<file path="config.mk">
export PLATFORM = sky130hd
export DESIGN_NAME = instr_assembler
export DESIGN_NICKNAME = d
export VERILOG_FILES = /design/src/rtl/instr_asm_pkg.sv /design/src/rtl/instr_assembler_fifo.sv /design/src/rtl/instr_assembler.sv
export SDC_FILE = /design/constraint.sdc
export NUM_CORES = 1
export LEC_CHECK = 0
export ABC_CLOCK_PERIOD_IN_PS = 2800
export CORE_UTILIZATION = 51
export DETAILED_ROUTE_END_ITERATION = 8
export PLACE_DENSITY = 0.74
export SYNTH_ARGS = -nofsm -noshare
export SYNTH_HDL_FRONTEND = slang
export SYNTH_SLANG_ARGS = --single-unit
</file>
<file path="constraint.sdc">
create_clock -name clk -period 2.8 [get_ports clk]
set_input_delay 0.42 -clock clk [delete_from_list [all_inputs] [get_ports clk]]
set_output_delay 0.42 -clock clk [all_outputs]
set_load 0.03 [all_outputs]
</file>
<file path="src/rtl/instr_asm_pkg.sv">
// Shared symbol codes, FSM state type and parity helper for the instruction assembler.
package instr_asm_pkg;

    localparam logic [1:0] SYM_BIT0   = 2'b00;
    localparam logic [1:0] SYM_BIT1   = 2'b01;
    localparam logic [1:0] SYM_RESUME = 2'b10;
    localparam logic [1:0] SYM_EOP    = 2'b11;

    typedef enum logic {
        LOAD = 1'b0,
        RUN  = 1'b1
    } state_t;

    // Even parity: the parity bit that makes the total count of ones even.
    function automatic logic even_par(input logic [31:0] data);
        return ^data;
    endfunction

endpackage

</file>
<file path="src/rtl/instr_assembler_fifo.sv">
// Synchronous FIFO with wrap-bit pointers; head is forced to zero while empty.
module sync_fifo #(
    parameter int WIDTH = 13,
    parameter int DEPTH = 16
) (
    input  logic             clk,
    input  logic             rst,
    input  logic             push,
    input  logic             pop,
    input  logic             flush,
    input  logic [WIDTH-1:0] din,
    output logic [WIDTH-1:0] dout,
    output logic             full,
    output logic             empty
);
    localparam int AW = $clog2(DEPTH);

    logic [WIDTH-1:0] mem [DEPTH];
    logic [AW:0]      wr_ptr;
    logic [AW:0]      rd_ptr;

    assign empty = (wr_ptr == rd_ptr);
    assign full  = (wr_ptr[AW] != rd_ptr[AW]) && (wr_ptr[AW-1:0] == rd_ptr[AW-1:0]);
    assign dout  = empty ? '0 : mem[rd_ptr[AW-1:0]];

    always_ff @(posedge clk) begin
        if (rst || flush) begin
            wr_ptr <= '0;
            rd_ptr <= '0;
        end else begin
            if (push && !full)
                wr_ptr <= wr_ptr + 1'b1;
            if (pop && !empty)
                rd_ptr <= rd_ptr + 1'b1;
        end
    end

    always_ff @(posedge clk) begin
        if (push && !full)
            mem[wr_ptr[AW-1:0]] <= din;
    end

endmodule

</file>
<file path="src/rtl/instr_assembler.sv">
// Assembles MSB-first bit symbols into instructions, buffers them, releases on end-of-program.
// Optional trailing even-parity symbol per instruction: define INSTR_PARITY_EN.
module instr_assembler
    import instr_asm_pkg::*;
#(
    parameter int INSTR_W = 13,
    parameter int DEPTH   = 16,
    parameter int CNT_W   = 8
) (
    input  logic               clk,
    input  logic               rst,
    input  logic               sym_valid,
    input  logic [1:0]         sym,
    output logic               out_valid,
    input  logic               out_ready,
    output logic [INSTR_W-1:0] out_instr,
    output logic               start,
    output logic [CNT_W-1:0]   instr_count,
    output logic               overflow,
    output logic               parity_err
);
`ifdef INSTR_PARITY_EN
    localparam int BITS = INSTR_W + 1;
`else
    localparam int BITS = INSTR_W;
`endif
    localparam int PTR_W = $clog2(BITS + 1);

    state_t             state_q, state_d;
    logic [INSTR_W-1:0] sr;
    logic [PTR_W-1:0]   ptr;
    logic [INSTR_W-1:0] word;
    logic               is_bit, last_bit, par_ok, resume, push, pop, flush;
    logic               full, empty;

    assign is_bit   = sym_valid && !sym[1];
    assign resume   = sym_valid && (sym == SYM_RESUME);
    assign last_bit = (state_q == LOAD) && is_bit && (ptr == PTR_W'(BITS - 1));

`ifdef INSTR_PARITY_EN
    // The final symbol is the parity bit; the data bits are already in sr.
    assign word   = sr;
    assign par_ok = (even_par(32'(sr)) == sym[0]);
`else
    assign word   = {sr[INSTR_W-2:0], sym[0]};
    assign par_ok = 1'b1;
`endif

    assign push      = last_bit && par_ok && !full;
    assign flush     = (state_q == RUN) && resume;
    assign out_valid = (state_q == RUN) && !empty;
    assign pop       = out_valid && out_ready;
    assign start     = (state_q == RUN);

    always_comb begin
        state_d = state_q;
        case (state_q)
            LOAD: if (sym_valid && sym == SYM_EOP) state_d = RUN;
            RUN:  if (resume) state_d = LOAD;
            default: state_d = LOAD;
        endcase
    end

    always_ff @(posedge clk) begin
        if (rst)
            state_q <= LOAD;
        else
            state_q <= state_d;
    end

    always_ff @(posedge clk) begin
        if (rst) begin
            sr          <= '0;
            ptr         <= '0;
            instr_count <= '0;
            overflow    <= 1'b0;
        end else if (flush) begin
            ptr         <= '0;
            instr_count <= '0;
            overflow    <= 1'b0;
        end else if (state_q == LOAD && sym_valid) begin
            if (is_bit) begin
                sr  <= {sr[INSTR_W-2:0], sym[0]};
                ptr <= last_bit ? '0 : ptr + 1'b1;
                if (push && instr_count != '1)
                    instr_count <= instr_count + 1'b1;
                if (last_bit && par_ok && full)
                    overflow <= 1'b1;
            end else if (sym == SYM_EOP) begin
                ptr <= '0;
            end
        end
    end

`ifdef INSTR_PARITY_EN
    always_ff @(posedge clk) begin
        if (rst || flush)
            parity_err <= 1'b0;
        else if (last_bit && !par_ok)
            parity_err <= 1'b1;
    end
`else
    assign parity_err = 1'b0;
`endif

    sync_fifo #(
        .WIDTH (INSTR_W),
        .DEPTH (DEPTH)
    ) u_fifo (
        .clk   (clk),
        .rst   (rst),
        .push  (push),
        .pop   (pop),
        .flush (flush),
        .din   (word),
        .dout  (out_instr),
        .full  (full),
        .empty (empty)
    );

endmodule

</file>
==> reports/qor.csv <==
metric,value,unit
Cells after DPL,871,
final WL,20600,µm
MaxCap Viol Count,0,
Initial Util,52.6,%
"Req. time, crit path",2.38,ns
Tmin final,2.71,ns
worst setup margin,0.0888,ns
top achievable clock speed,369,MHz
cts bufs inserted,25,
post-synthesis sequential area ratio,70.9,%
Antenna diodes,0,
FF-to-FF Start,u_fifo.wr_ptr[2]$_SDFFE_PP0P_,
Crit Path Class,flip-flop to output port,
I/O pin cnt,31,
CP arrival,2.29,ns
post-synthesis cell count,580,
CTS sink count,248,
clk_skew,0.0175,ns
initial drt markers,406,
post-DP HPWL,12300,µm
std cell rows,50,
GRT Total Usage,21.2,%
crit-path max FO,10,
Startpoint Class,flip-flop,
input/output buffers,29,
Longest Clk Path Bufs,3,
Post-Layout Cell Count,920,
min-delay src,overflow$_SDFFE_PP0P_,
"CTS clk-pin slew, worst paths",0.06,ns
mapped cell area,0.00994,mm²
r2r endpoint,u_fifo.mem[11][12]$_DFFE_PP_,
WL/cell,22.4,µm
"Avg Cell Area, Syn",17.1,µm²
hold crit path type,flip-flop to flip-flop,
"Clk Latency, worst-skew pair",0.52,ns
max_slew headroom,54.1,%
GRT met1 Usage,28.9,%
area grow syn2layout,17.1,%
DR pass1 iterations,5,
CTS tree,built,
"EDFF count, synth",208,
Min Hold Slack,0.502,ns
FF-to-FF path depth,6,
Hold Path End,overflow$_SDFFE_PP0P_,
RSZ-0062 raised after global routing,no,
post-synth net total,594,
Nets,655,
Hold Fails Final Rpt,0,
total grt overflow,0,
most common flop cell mapped by yosys,edfxtp_1,
GP Congestion,0.800,
Final period util,96.8,%
antenna-violating nets left,0,
VDD IR max,0.432,mV
synth unique cells,48,
Async SR Flop Fraction,0,%
Die Span X,142,µm
Power Density,637,mW/mm²
total power,7.41,mW
Core Region,0.0189,mm²
GRT met3 Usage,2.80,%
Root Buffer Master,clkbuf_16,
first-pass GRT wire length,31600,µm
Most Crowded Layer GR,met2,
outcome,"complete, no violations",
post-DR vias/cell,5.93,
"Setup violations, final",0,
LEAKAGE,3.68,nW
Worst Setup End Kind,output port,
Die ar.,0.0201,mm²
DR DRC count,0,
Hold Path Stages,2,
die height,142,µm
r2r setup slk,0.40,ns
vias in the first global route,5608,
Setup TNS,0,ns
hold-fix buffers at CTS,0,
vias post-DR,5455,
Synthesis Warnings,0,
largest net degree at the start of global routing,53,
met2 GRT Util,36.0,%
slew of the pin with the lowest slew margin,0.687,ns
"FF+latch count, synth",248,
Slew Limit Fails,0,
H-Tree Depth,1,
initial antenna violation count,0,
pre-CTS setup slack,0.128,ns
layout cell share with drive strength beyond 1,24.5,%
-- power by group --
group | switching, mW | total (mW) | internal (mW) | leakage (nW)
logic | 0.0444 | 0.0686 | 0.0242 | 1.11
clock network | 1.33 | 3.38 | 2.06 | 0.401
registers | 0.00937 | 3.96 | 3.95 | 2.18
total | 1.38 | 7.41 | 6.03 | 3.68
-- cells in the final DEF (no fill, tap or decap), types with 3 or more instances in the layout --
cell type        instances
a211oi_1                 8
clkbuf_1                 9
nor2_1                   5
edfxtp_1               208
nand2b_1                11
nor3_1                  12
o21ai_1                  8
o22ai_1                 17
nor2b_1                  5
clkbuf_2                 3
clkbuf_16               26
o22ai_2                  7
dlygate4sd2_1            3
mux4_2                  52
buf_12                   3
mux2i_1                 14
nand3_1                  9
inv_1                    7
nand2_1                 56
clkdlybuf4s15_2          4
dfxtp_1                 37
and3_1                  18
xor2_1                   4
a21oi_1                 20
a2111o_1                 5
buf_4                   38
clkdlybuf4s50_1         15
ha_1                     8
bufinv_16                4
-- state kept, by name, summed over array words and instances (netlist names), named ones only --
signal / count
ptr: 4
overflow: 1
start: 1
u_fifo.wr_ptr: 5
u_fifo.rd_ptr: 5
instr_count: 8
sr: 12
u_fifo.mem: 208
-- critical path: stages, from the launching register on --
cell	delay (ns)
dfxtp_4	0.42
buf_12	0.17
mux4_2	0.51
o22ai_1	0.24
nor3_1	0.08
dlygate4sd2_1	0.36
-- metal layers --
metal,up-vias,share of wire (%)
li1,2436,-
met1,2781,42
met2,196,51
met3,42,5.0
met4,0,2.3
met5,-,0
-- synthesized netlist by cell type, types with 2 or more instances --
| cell | count | area share [%] |
|---|---|---|
| a2111o_1 | 5 | 0.57 |
| a211oi_1 | 9 | 0.68 |
| a21oi_1 | 20 | 1.0 |
| a21oi_2 | 2 | 0.18 |
| a41oi_1 | 2 | 0.18 |
| and2_1 | 2 | 0.13 |
| and3_1 | 18 | 1.1 |
| buf_2 | 15 | 0.75 |
| buf_4 | 5 | 0.38 |
| clkbuf_1 | 12 | 0.45 |
| dfxtp_1 | 40 | 8.1 |
| edfxtp_1 | 208 | 63 |
| ha_1 | 8 | 1.0 |
| inv_1 | 7 | 0.26 |
| mux2i_1 | 14 | 1.4 |
| mux4_2 | 52 | 12 |
| nand2_1 | 56 | 2.1 |
| nand2b_1 | 11 | 0.69 |
| nand3_1 | 9 | 0.45 |
| nand4_1 | 2 | 0.13 |
| nor2_1 | 5 | 0.19 |
| nor2b_1 | 5 | 0.31 |
| nor3_1 | 13 | 0.65 |
| o21ai_0 | 2 | 0.10 |
| o21ai_1 | 8 | 0.40 |
| o22ai_1 | 24 | 1.5 |
| or2_2 | 2 | 0.13 |
| xor2_1 | 4 | 0.35 |
-- per-stage QoR --
step	util [%]	cell area (µm²)
after floorplan	-	9940
after global placement	56.6	10700
after detailed placement	56.6	10700
after CTS	61.3	11600
after global routing	61.6	11600
final	61.6	11600
-- layout make-up --
class,instances,area [µm²]
fill,1344,7250
inverter,7,26.3
multi-input combinational,291,2760
sequential,248,7050
tap,260,325
clock inverter,11,166
clock buffer,35,673
timing repair buffer,68,634
-- cells by family after synthesis --
group	after synthesis	share of synthesized area [%]
AO/OA/AOI/OAI	81	5.71
other	1	0.0377
AND/OR/NAND/NOR	129	6.58
buffers and inverters	41	2.00
flip-flops	248	70.9
adder cells (fa/ha/maj)	8	1.01
XOR/XNOR	6	0.604
multiplexers	66	13.2
-- repair_timing --
item                       CTS  global route
gates resized for setup     27            17
setup endpoints to repair   12             9
buffers inserted             1             0
gates cloned                 1             1
-- worst max-delay path by stage --
stage,from,end,slack [ns]
6_report,flip-flop,out_instr[7],0.09
4_1_cts,flip-flop,out_instr[1],0.0006
5_1_grt,flip-flop,out_instr[1],0.02
3_3_place_gp,u_fifo.wr_ptr[2]$_SDFFE_PP0P_,out_instr[4],0.15
2_1_floorplan,flip-flop,out_instr[1],0.54
3_5_place_dp,u_fifo.wr_ptr[2]$_SDFFE_PP0P_,out_instr[4],0.13
(Power assumes the default switching activity.)
